File: config.mk
export PLATFORM = sky130hd
export DESIGN_NAME = fixed_decode_param_flat
export DESIGN_NICKNAME = d
export VERILOG_FILES = /design/src/rtl/fixed_decode_param_if.sv /design/src/rtl/fixed_decode_param.sv /design/src/flat_wrapper.sv
export SDC_FILE = /design/constraint.sdc
export NUM_CORES = 1
export LEC_CHECK = 0
export CORE_MARGIN = 3
export CORE_UTILIZATION = 40
export DETAILED_ROUTE_END_ITERATION = 10
export GPL_TIMING_DRIVEN = 0
export HOLD_SLACK_MARGIN = 0.03
export PLACE_DENSITY = 0.61
export SYNTH_ARGS = -nofsm -noshare
export SYNTH_HDL_FRONTEND = slang
export SYNTH_SLANG_ARGS = --single-unit
File: constraint.sdc
create_clock -name iClk -period 13.55 [get_ports iClk]
set_input_delay 2.71 -clock iClk [delete_from_list [all_inputs] [get_ports iClk]]
set_output_delay 2.71 -clock iClk [all_outputs]
set_load 0.01 [all_outputs]
File: src/rtl/fixed_decode_param_if.sv
// Handshake/control bundle for fixed_decode_param.
// master = block feeding residuals / consuming samples, slave = decoder.
interface fixed_decode_param_if #(
    parameter int SAMPLE_W = 16,
    parameter int BLOCK_W  = 16
);
    logic                iStart;
    logic [2:0]          iOrder;
    logic [BLOCK_W-1:0]  iBlockSize;
    logic [SAMPLE_W-1:0] iResidual;
    logic                iValid;
    logic                oReady;
    logic [SAMPLE_W-1:0] oData;
    logic                oValid;
    logic                iReady;
    logic [BLOCK_W-1:0]  oSamplesOut;
    logic                oDone;
    logic                oErr;

    modport master (
        output iStart, iOrder, iBlockSize, iResidual, iValid, iReady,
        input  oReady, oData, oValid, oSamplesOut, oDone, oErr
    );

    modport slave (
        input  iStart, iOrder, iBlockSize, iResidual, iValid, iReady,
        output oReady, oData, oValid, oSamplesOut, oDone, oErr
    );
endinterface

File: src/rtl/fixed_decode_param.sv
// Fixed-polynomial (order 0..4) predictor decoder.
// Warm-up samples pass through; afterwards each residual is added to a
// binomial extrapolation of the last `order` outputs.
// Optional macro FIXED_DECODE_SAT_EN: clamp predicted sums to the signed
// SAMPLE_W range instead of wrapping.
module fixed_decode_param #(
    parameter int SAMPLE_W = 16,
    parameter int BLOCK_W  = 16,
    parameter int ACC_W    = SAMPLE_W + 4
) (
    input  logic                 iClk,
    input  logic                 iRst,
    fixed_decode_param_if.slave  bus
);

`ifdef FIXED_DECODE_SAT_EN
    localparam bit SAT_EN = 1'b1;
`else
    localparam bit SAT_EN = 1'b0;
`endif

    localparam logic signed [ACC_W-1:0] MAXV =
        {{(ACC_W-SAMPLE_W+1){1'b0}}, {(SAMPLE_W-1){1'b1}}};
    localparam logic signed [ACC_W-1:0] MINV =
        {{(ACC_W-SAMPLE_W+1){1'b1}}, {(SAMPLE_W-1){1'b0}}};

    typedef enum logic [1:0] {IDLE, WARMUP, DECODE, DONE} state_t;
    state_t state, state_nx;

    logic [2:0]                 order_q;
    logic [BLOCK_W-1:0]         bsize_q;
    logic [BLOCK_W-1:0]         in_cnt;
    logic [BLOCK_W-1:0]         out_cnt;
    logic signed [SAMPLE_W-1:0] s1, s2, s3, s4;
    logic [SAMPLE_W-1:0]        data_q;
    logic                       valid_q;
    logic                       err_q;

    logic                       start_ok;
    logic                       ready;
    logic                       xfer_in;
    logic                       xfer_out;
    logic                       last_warm;
    logic                       last_out;
    logic signed [ACC_W-1:0]    r_x, s1_x, s2_x, s3_x, s4_x;
    logic signed [ACC_W-1:0]    acc;
    logic [SAMPLE_W-1:0]        pred;
    logic [SAMPLE_W-1:0]        sample;

    assign start_ok  = (state == IDLE) && bus.iStart;
    // Output register may be refilled when empty or draining this cycle.
    assign ready     = ((state == WARMUP) || (state == DECODE)) &&
                       (!valid_q || bus.iReady) && (in_cnt < bsize_q);
    assign xfer_in   = bus.iValid && ready;
    assign xfer_out  = valid_q && bus.iReady;
    assign last_warm = xfer_in  && ((in_cnt  + BLOCK_W'(1)) == BLOCK_W'(order_q));
    assign last_out  = xfer_out && ((out_cnt + BLOCK_W'(1)) == bsize_q);

    assign r_x  = ACC_W'($signed(bus.iResidual));
    assign s1_x = ACC_W'(s1);
    assign s2_x = ACC_W'(s2);
    assign s3_x = ACC_W'(s3);
    assign s4_x = ACC_W'(s4);

    // Binomial extrapolation built from shifts/adds; ACC_W holds the worst case.
    always_comb begin
        acc = r_x;
        case (order_q)
            3'd1: acc = r_x + s1_x;
            3'd2: acc = r_x + (s1_x <<< 1) - s2_x;
            3'd3: acc = r_x + (s1_x <<< 1) + s1_x - (s2_x <<< 1) - s2_x + s3_x;
            3'd4: acc = r_x + (s1_x <<< 2) - (s2_x <<< 2) - (s2_x <<< 1)
                        + (s3_x <<< 2) - s4_x;
            default: acc = r_x;
        endcase
    end

    // Reduce the accumulator to SAMPLE_W: clamp or two's-complement wrap.
    always_comb begin
        pred = acc[SAMPLE_W-1:0];
        if (SAT_EN && (acc > MAXV))
            pred = MAXV[SAMPLE_W-1:0];
        else if (SAT_EN && (acc < MINV))
            pred = MINV[SAMPLE_W-1:0];
    end

    assign sample = (state == WARMUP) ? bus.iResidual : pred;

    // State register.
    always_ff @(posedge iClk or negedge iRst) begin
        if (!iRst) state <= IDLE;
        else       state <= state_nx;
    end

    // Next-state: illegal order and empty blocks go straight to DONE.
    always_comb begin
        state_nx = state;
        case (state)
            IDLE: begin
                if (bus.iStart) begin
                    if ((bus.iOrder > 3'd4) || (bus.iBlockSize == '0))
                        state_nx = DONE;
                    else if (bus.iOrder == 3'd0)
                        state_nx = DECODE;
                    else
                        state_nx = WARMUP;
                end
            end
            // Short blocks (size < order) finish without leaving warm-up.
            WARMUP: begin
                if (last_out)       state_nx = DONE;
                else if (last_warm) state_nx = DECODE;
            end
            DECODE:  if (last_out) state_nx = DONE;
            DONE:    state_nx = IDLE;
            default: state_nx = IDLE;
        endcase
    end

    // Block parameters, counters, error flag and history.
    always_ff @(posedge iClk or negedge iRst) begin
        if (!iRst) begin
            order_q <= '0;
            bsize_q <= '0;
            in_cnt  <= '0;
            out_cnt <= '0;
            err_q   <= 1'b0;
            s1      <= '0;
            s2      <= '0;
            s3      <= '0;
            s4      <= '0;
        end else if (start_ok) begin
            order_q <= bus.iOrder;
            bsize_q <= bus.iBlockSize;
            in_cnt  <= '0;
            out_cnt <= '0;
            err_q   <= (bus.iOrder > 3'd4);
            s1      <= '0;
            s2      <= '0;
            s3      <= '0;
            s4      <= '0;
        end else begin
            if (xfer_in) begin
                in_cnt <= in_cnt + BLOCK_W'(1);
                s4     <= s3;
                s3     <= s2;
                s2     <= s1;
                s1     <= sample;
            end
            if (xfer_out) out_cnt <= out_cnt + BLOCK_W'(1);
        end
    end

    // Output register: load on input transfer, hold until downstream takes it.
    always_ff @(posedge iClk or negedge iRst) begin
        if (!iRst) begin
            data_q  <= '0;
            valid_q <= 1'b0;
        end else if (xfer_in) begin
            data_q  <= sample;
            valid_q <= 1'b1;
        end else if (xfer_out) begin
            valid_q <= 1'b0;
        end
    end

    assign bus.oReady      = ready;
    assign bus.oData       = data_q;
    assign bus.oValid      = valid_q;
    assign bus.oSamplesOut = out_cnt;
    assign bus.oDone       = (state == DONE);
    assign bus.oErr        = err_q;

endmodule

File: src/flat_wrapper.sv
// flat-port wrapper written by rule: the top's interface ports become plain ports
module fixed_decode_param_flat 
#(
    parameter int SAMPLE_W = 16,
    parameter int BLOCK_W  = 16,
    parameter int ACC_W    = SAMPLE_W + 4
)
  (iClk, iRst, bus_iStart, bus_iOrder, bus_iBlockSize, bus_iResidual, bus_iValid, bus_iReady, bus_oReady, bus_oData, bus_oValid, bus_oSamplesOut, bus_oDone, bus_oErr);
  fixed_decode_param_if #(.SAMPLE_W(SAMPLE_W), .BLOCK_W(BLOCK_W)) bus_i ();
  input  logic iClk;
  input  logic iRst;
  input wire logic [$bits(bus_i.iStart)-1:0] bus_iStart;
  input wire logic [$bits(bus_i.iOrder)-1:0] bus_iOrder;
  input wire logic [$bits(bus_i.iBlockSize)-1:0] bus_iBlockSize;
  input wire logic [$bits(bus_i.iResidual)-1:0] bus_iResidual;
  input wire logic [$bits(bus_i.iValid)-1:0] bus_iValid;
  input wire logic [$bits(bus_i.iReady)-1:0] bus_iReady;
  output wire logic [$bits(bus_i.oReady)-1:0] bus_oReady;
  output wire logic [$bits(bus_i.oData)-1:0] bus_oData;
  output wire logic [$bits(bus_i.oValid)-1:0] bus_oValid;
  output wire logic [$bits(bus_i.oSamplesOut)-1:0] bus_oSamplesOut;
  output wire logic [$bits(bus_i.oDone)-1:0] bus_oDone;
  output wire logic [$bits(bus_i.oErr)-1:0] bus_oErr;
  assign bus_i.iStart = bus_iStart;
  assign bus_i.iOrder = bus_iOrder;
  assign bus_i.iBlockSize = bus_iBlockSize;
  assign bus_i.iResidual = bus_iResidual;
  assign bus_i.iValid = bus_iValid;
  assign bus_i.iReady = bus_iReady;
  assign bus_oReady = bus_i.oReady;
  assign bus_oData = bus_i.oData;
  assign bus_oValid = bus_i.oValid;
  assign bus_oSamplesOut = bus_i.oSamplesOut;
  assign bus_oDone = bus_i.oDone;
  assign bus_oErr = bus_i.oErr;
  fixed_decode_param #(.SAMPLE_W(SAMPLE_W), .BLOCK_W(BLOCK_W), .ACC_W(ACC_W)) u_core (.iClk(iClk), .iRst(iRst), .bus(bus_i));
endmodule
### After elaboration in Yosys (flattened, before gate mapping)

Index checks and enable logic that the tools add are counted.

* add/subtract/negate cells: 14
* order comparisons: 2
* equality and inequality tests: 12
* multiplexer cells: 23
* reductions and logical operators: 18

Operators with widths (number)
* 16-bit two-way mux: 13
* 16-bit adder: 6
* 16-bit subtractor: 6
* 16-bit case mux with 4 select lines: 1
* 16-bit by 1-bit adder with 16-bit output, second input constant: 2
* 16-bit equality test: 1
* 16-bit by 3-bit equality test with 1-bit output: 1
* 16-bit zero test: 1
* 16-bit less-than comparator: 1
* 2-bit two-way mux: 6
* 2-bit case mux with 4 select lines: 1
* 1-bit logical AND: 7
* 3-bit by 2-bit equality test with 1-bit output, second input constant: 2
* 2-bit nonzero test: 3
* 2-bit equality test, second input constant: 2
* 3-bit by 1-bit equality test with 1-bit output, second input constant: 1
* 3-bit equality test, second input constant: 1
* 3-bit > comparator, second input constant: 1
* 3-bit zero test: 1
* 1-bit logical OR: 3
* 3-bit by 1-bit != test with 1-bit output, second input constant: 1
* 3-bit AND reduction: 1
* 2-bit by 1-bit equality test with 1-bit output, second input constant: 1
* 2-bit zero test: 1
* other kinds (4): 5

* flip-flop bits (word level): 135
* output and inout bits: 36
* word-level logic and storage cells: 81

### Depth between registers and ports, before layout

* depth after elaboration: 9
* gate-level depth with buffers: 23
* depth with buffers taken out: 23

### Worst setup path before layout

Ideal clock, no wire load.

* path kind: in2reg
* start: input port bus_iResidual[1]
* end: register u_core.s1[13]
* setup time: 0.125 ns
* arrival time: 7.585 ns
* data required time: 13.425 ns
* setup slack: 5.839 ns
* stages: 22
* path through: ha_1 -> fa_1 -> a21o_1 -> a221o_1 -> o21ai_0 -> nand2b_1 -> a21oi_1 -> xnor2_1 -> fa_1 -> fa_1 -> inv_1 -> fa_1 -> inv_1 -> ha_1 -> and2_1 -> o21a_1 -> a41oi_1 -> nor2b_1 -> xnor2_1 -> nand2_1 -> and3_1 -> a2111oi_0

* word-level cells in the longest chain between the ends: 9
* elaborated cells on any way between the ends: 16

RTL lines
* start: declaration: line flat_wrapper.sv:15 `input wire logic [$bits(bus_i.iResidual)-1:0] bus_iResidual;`
* 16-bit adder (on tied branches): line fixed_decode_param.sv:72, fixed_decode_param.sv:70, fixed_decode_param.sv:71
* 16-bit subtractor or 16-bit adder (tied branches): line fixed_decode_param.sv:72, fixed_decode_param.sv:71
* 16-bit subtractor (on tied branches): line fixed_decode_param.sv:72, fixed_decode_param.sv:71
* 16-bit adder or 16-bit subtractor (tied branches): line fixed_decode_param.sv:73, fixed_decode_param.sv:71
* 16-bit subtractor or 16-bit adder (tied branches): line fixed_decode_param.sv:73, fixed_decode_param.sv:71
* 16-bit case mux with 4 select lines (*): line fixed_decode_param.sv:68 `case (order_q)`
* 16-bit two-way mux (*): line fixed_decode_param.sv:87 `assign sample = (state == WARMUP) ? bus.iResidual : pred;`
* 16-bit two-way mux (*): line fixed_decode_param.sv:143 `if (xfer_in) begin`
* 16-bit two-way mux (*): line fixed_decode_param.sv:132 `end else if (start_ok) begin`
* end signal: assignment: line fixed_decode_param.sv:148 `s1 <= sample;`
* end: declaration: line fixed_decode_param.sv:34 `logic signed [SAMPLE_W-1:0] s1, s2, s3, s4;`

Mark *: on every way between the ends. The rest lies on a longest branch, timed or not. The select of a mux whose other input is x is not followed.
A chain may end at the register's enable or synchronous reset.

### Worst setup path in the final report

* start: input port bus_iResidual[2]
* end: register u_core.s1[10]

Same word-level chain as after synthesis.

==> metrics.md <==
| Metric | Value |
|---|---|
| Setup TNS | `0 ns` |
| Hold Startpoint | `u_core.bus.oData[6]` |
| Vias in the first global route | `11,000` |
| Post-synth top cells | `221 x nand2_1, 169 x inv_1, 135 x dfrtp_1` |
| Slew headroom | `between 30% and 40%` |
| Die Area | `0.0348 mm2` |
| Via count | `between 10,000 and 15,000` |
| Unrepaired setup endpoints after global routing | `false` |
| Synth top area cells | `dfrtp_1 26%, fa_1 15%, ha_1 9.6%, nand2_1 6.4%, xnor2_1 5.8%` |
| Register area | `0.00338 mm2` |
| Post-Syn Area | `0.0130 mm2` |
| Reg-to-Reg End | `u_core.s1[10]` |
| Hold Crit Endpoint | `u_core.bus.oData[6]` |
| Top-area cell type share of the netlist area | `25.9%` |
| Crit path max fanout | `5` |
| Peak Freq | `between 0.1 and 0.15 GHz` |
| Post-CTS Hold Fix Bufs | `0` |
| Max Cap Viol | `0` |
| # clock sinks | `135` |
| Async set-or-reset flop fraction in the synthesized netlist | `100%` |
| RePlAce Congestion | `0.932` |
| Cells along the critical path | `clkdlybuf4s50_1 > ha_1 > a21o_1 > a21oi_1 > o21bai_1 > a21o_1 > a21oi_1 > inv_1 > a21oi_1 > xnor2_1 > fa_1 > fa_1 > inv_1 > fa_1 > inv_1 > ha_1 > nor3b_1 > o211ai_1 > nand2_1 > xnor2_1 > o211ai_1 > o31ai_1 > a21oi_1` |
| Post-Syn Nets | `around 1,700` |
| Worst hold path type | `flip-flop to flip-flop` |
| Slew Limit Fails | `0` |
| Yosys cell types | `75` |
| Post-route ant nets | `0` |
| Ys flop type | `dfrtp_1` |
| CTS Root Cell | `clkbuf_16` |
| Nets | `between 1,500 and 2,000` |
| Mapped Cells | `1,496` |
| Top-Level Pins | `between 70 and 80` |
| CP Buf/Inv Count | `4` |
| Hpwl dp | `30.7 mm` |
| CP max stage cell | `clkdlybuf4s50_1` |
| Final Skew | `0.0134 ns` |
| Critical path required time | `13.84 ns` |
| Crit start category | `primary input` |
| Final number of setup-violating endpoints | `0` |
| Wire per inst | `19.2 um` |
| DR pass1 iterations | `5` |
| Synth warn | `0` |
| WHS Path Cells | `2` |
| FF-to-FF setup slack | `7.12 ns` |
| Register bit count reported by yosys | `around 140` |
| DR DRC count | `0` |
| Layout cells sized above 1 | `about 3.8%` |
| Grt ovf | `0` |
| Area of the multi-input gates | `between 0.008 and 0.009 mm2` |
| Worst Setup Path Type | `primary input to flip-flop` |
| Filler Cell Count | `3,113` |
| Routed wire length | `39.2 mm` |
| Reg2Reg Depth | `22` |
| CP max stage delay | `0.68 ns` |
| Worst-path clk slew | `0.07 ns` |
| Crit end category | `flip-flop` |
| CP delay by family, top | `compound AO/OA/AOI/OAI gates` |
| PostCTS Resize Cnt | `0` |
| Final Hold Fails | `0` |
| I/O Buffers | `between 70 and 80` |
| Pin count of the biggest net entering global routing | `93` |
| Crit share post-route | `64.9%` |
| Largest area contributor in the netlist | `dfrtp_1` |
| Seq/Total Area, Yosys | `25.9%` |
| Vias per cell | `5.50` |
| First-pass GRT wire length | `62.7 mm` |
| Count leader, synth | `nand2_1` |
| Drt first-iter violations | `772` |
| Worst-Margin Slew | `between 1 and 1.5 ns` |
| Rows | `65` |
| Postcts setup bufs | `0` |
| Core Footprint | `0.0318 mm2` |
| Final min period | `8.79 ns` |
| Syn-to-layout area delta | `14.5%` |
| CP arrival | `9.08 ns` |
| Worst R2R Start | `u_core.s1[1]` |
| Status | `finished, final reports clean` |
| Initial antenna violation count | `0` |
| Clock buffer depth | `2` |
| Ant. Diodes | `0` |
| CTS tree | `built` |
| Crit-path most repeated cell | `a21oi_1` |
| Starting Density | `41.0%` |
| Post-Syn Area per Cell | `8.71 um2` |
| Die W | `186 um` |
| Clk_lat worst skew | `about 0.44 ns` |
| H-tree Lvls | `4` |
| CTS Buf Count | `17` |
| GRT Total Usage | `22.9%` |
| EDFF count, synth | `0` |
| Chip height | `between 150 and 200 um` |
-- cells by family after synthesis --
group	count (synthesis)	synth area share, %
buffers and inverters	222	6.49
adders and majority gates	199	24.8
DFF	135	25.9
xor gates and xnor gates	123	8.48
AOI/OAI and AO/OA	326	16.0
muxes	12	0.970
and+or+nand+nor	479	17.3
-- routing by layer --
metal  track usage (%)  up-vias  wire, um
li1                  -     5282         -
met1              32.4     5525     18000
met2              37.2      370     18100
met3              3.23       38      2480
met4              5.73        0       605
met5                 0        -         0
-- cell usage in the layout, fill, tap and decap left out, drive strengths merged, types with 10 or more instances in the layout --
| master | n |
|---|---|
| buf | 17 |
| clkbuf | 57 |
| o21a | 14 |
| nand4 | 10 |
| and3 | 13 |
| or3 | 17 |
| nor3 | 35 |
| mux2i | 10 |
| ha | 100 |
| a21o | 23 |
| nand3 | 24 |
| nor2 | 76 |
| nor4 | 25 |
| fa | 99 |
| o21ai | 66 |
| and2 | 11 |
| a21oi | 112 |
| nand2 | 221 |
| inv | 173 |
| xor2 | 35 |
| xnor2 | 86 |
| a211oi | 11 |
| clkdlybuf4s50 | 74 |
| o211ai | 15 |
| dfrtp | 135 |
-- sequential cells by signal (all words and copies together), names as in the netlist --
| signal | count |
|---|---|
| u_core.bsize_q | 16 |
| u_core.bus.oData | 16 |
| u_core.bus.oSamplesOut | 16 |
| u_core.in_cnt | 16 |
| u_core.s1 | 16 |
| u_core.s2 | 16 |
| u_core.s3 | 16 |
| u_core.s4 | 16 |
| u_core.order_q | 3 |
| u_core.state | 2 |
| u_core.bus.oErr | 1 |
| u_core.bus.oValid | 1 |
-- worst max path at each step --
| stage | from | depth (start not counted) | endpoint |
|---|---|---|---|
| global placement | iRst | 1 | u_core.in_cnt[13] |
| global route | bus_iResidual[2] | 23 | u_core.bus.oData[14] |
| finish | bus_iResidual[2] | 23 | u_core.s1[10] |
| detailed placement | bus_iResidual[1] | 21 | u_core.s1[13] |
| CTS | bus_iResidual[2] | 23 | u_core.bus.oData[14] |
| floorplan | bus_iResidual[1] | 22 | u_core.s1[13] |
-- tightest hold or removal path: stages (launching register included) --
cell and delay [ns]:
dfrtp_1 0.34, nand2_1 0.05, nand2_1 0.06
-- final cells by class --
class                           count  share of cell area (%)
Tap cell                          435                    3.65
Sequential cell                   135                    22.7
Clock inverter                     12                   0.814
Buffer                             53                    1.42
Timing Repair Buffer               76                    5.23
Inverter                          169                    4.26
Multi-Input combinational cell   1139                    59.1
Clock buffer                       19                    2.90
-- through the flow --
stage	cells	cell area, um2	utilization [%]	setup slack, ns	hold WS [ns]
floorplan	1496	13000	-	5.84	0.490
finish	2038	14900	46.9	4.76	0.479
detailed placement	2007	14300	45.1	4.42	0.463
global placement	2006	14300	45.0	4.06	0.460
global route	2038	14900	46.9	4.46	0.498
CTS	2038	14900	46.9	4.86	0.478
Power is left out: the tool's default activity adds up to more than one toggle a clock period on the data nets, which glitch-free logic cannot reach.
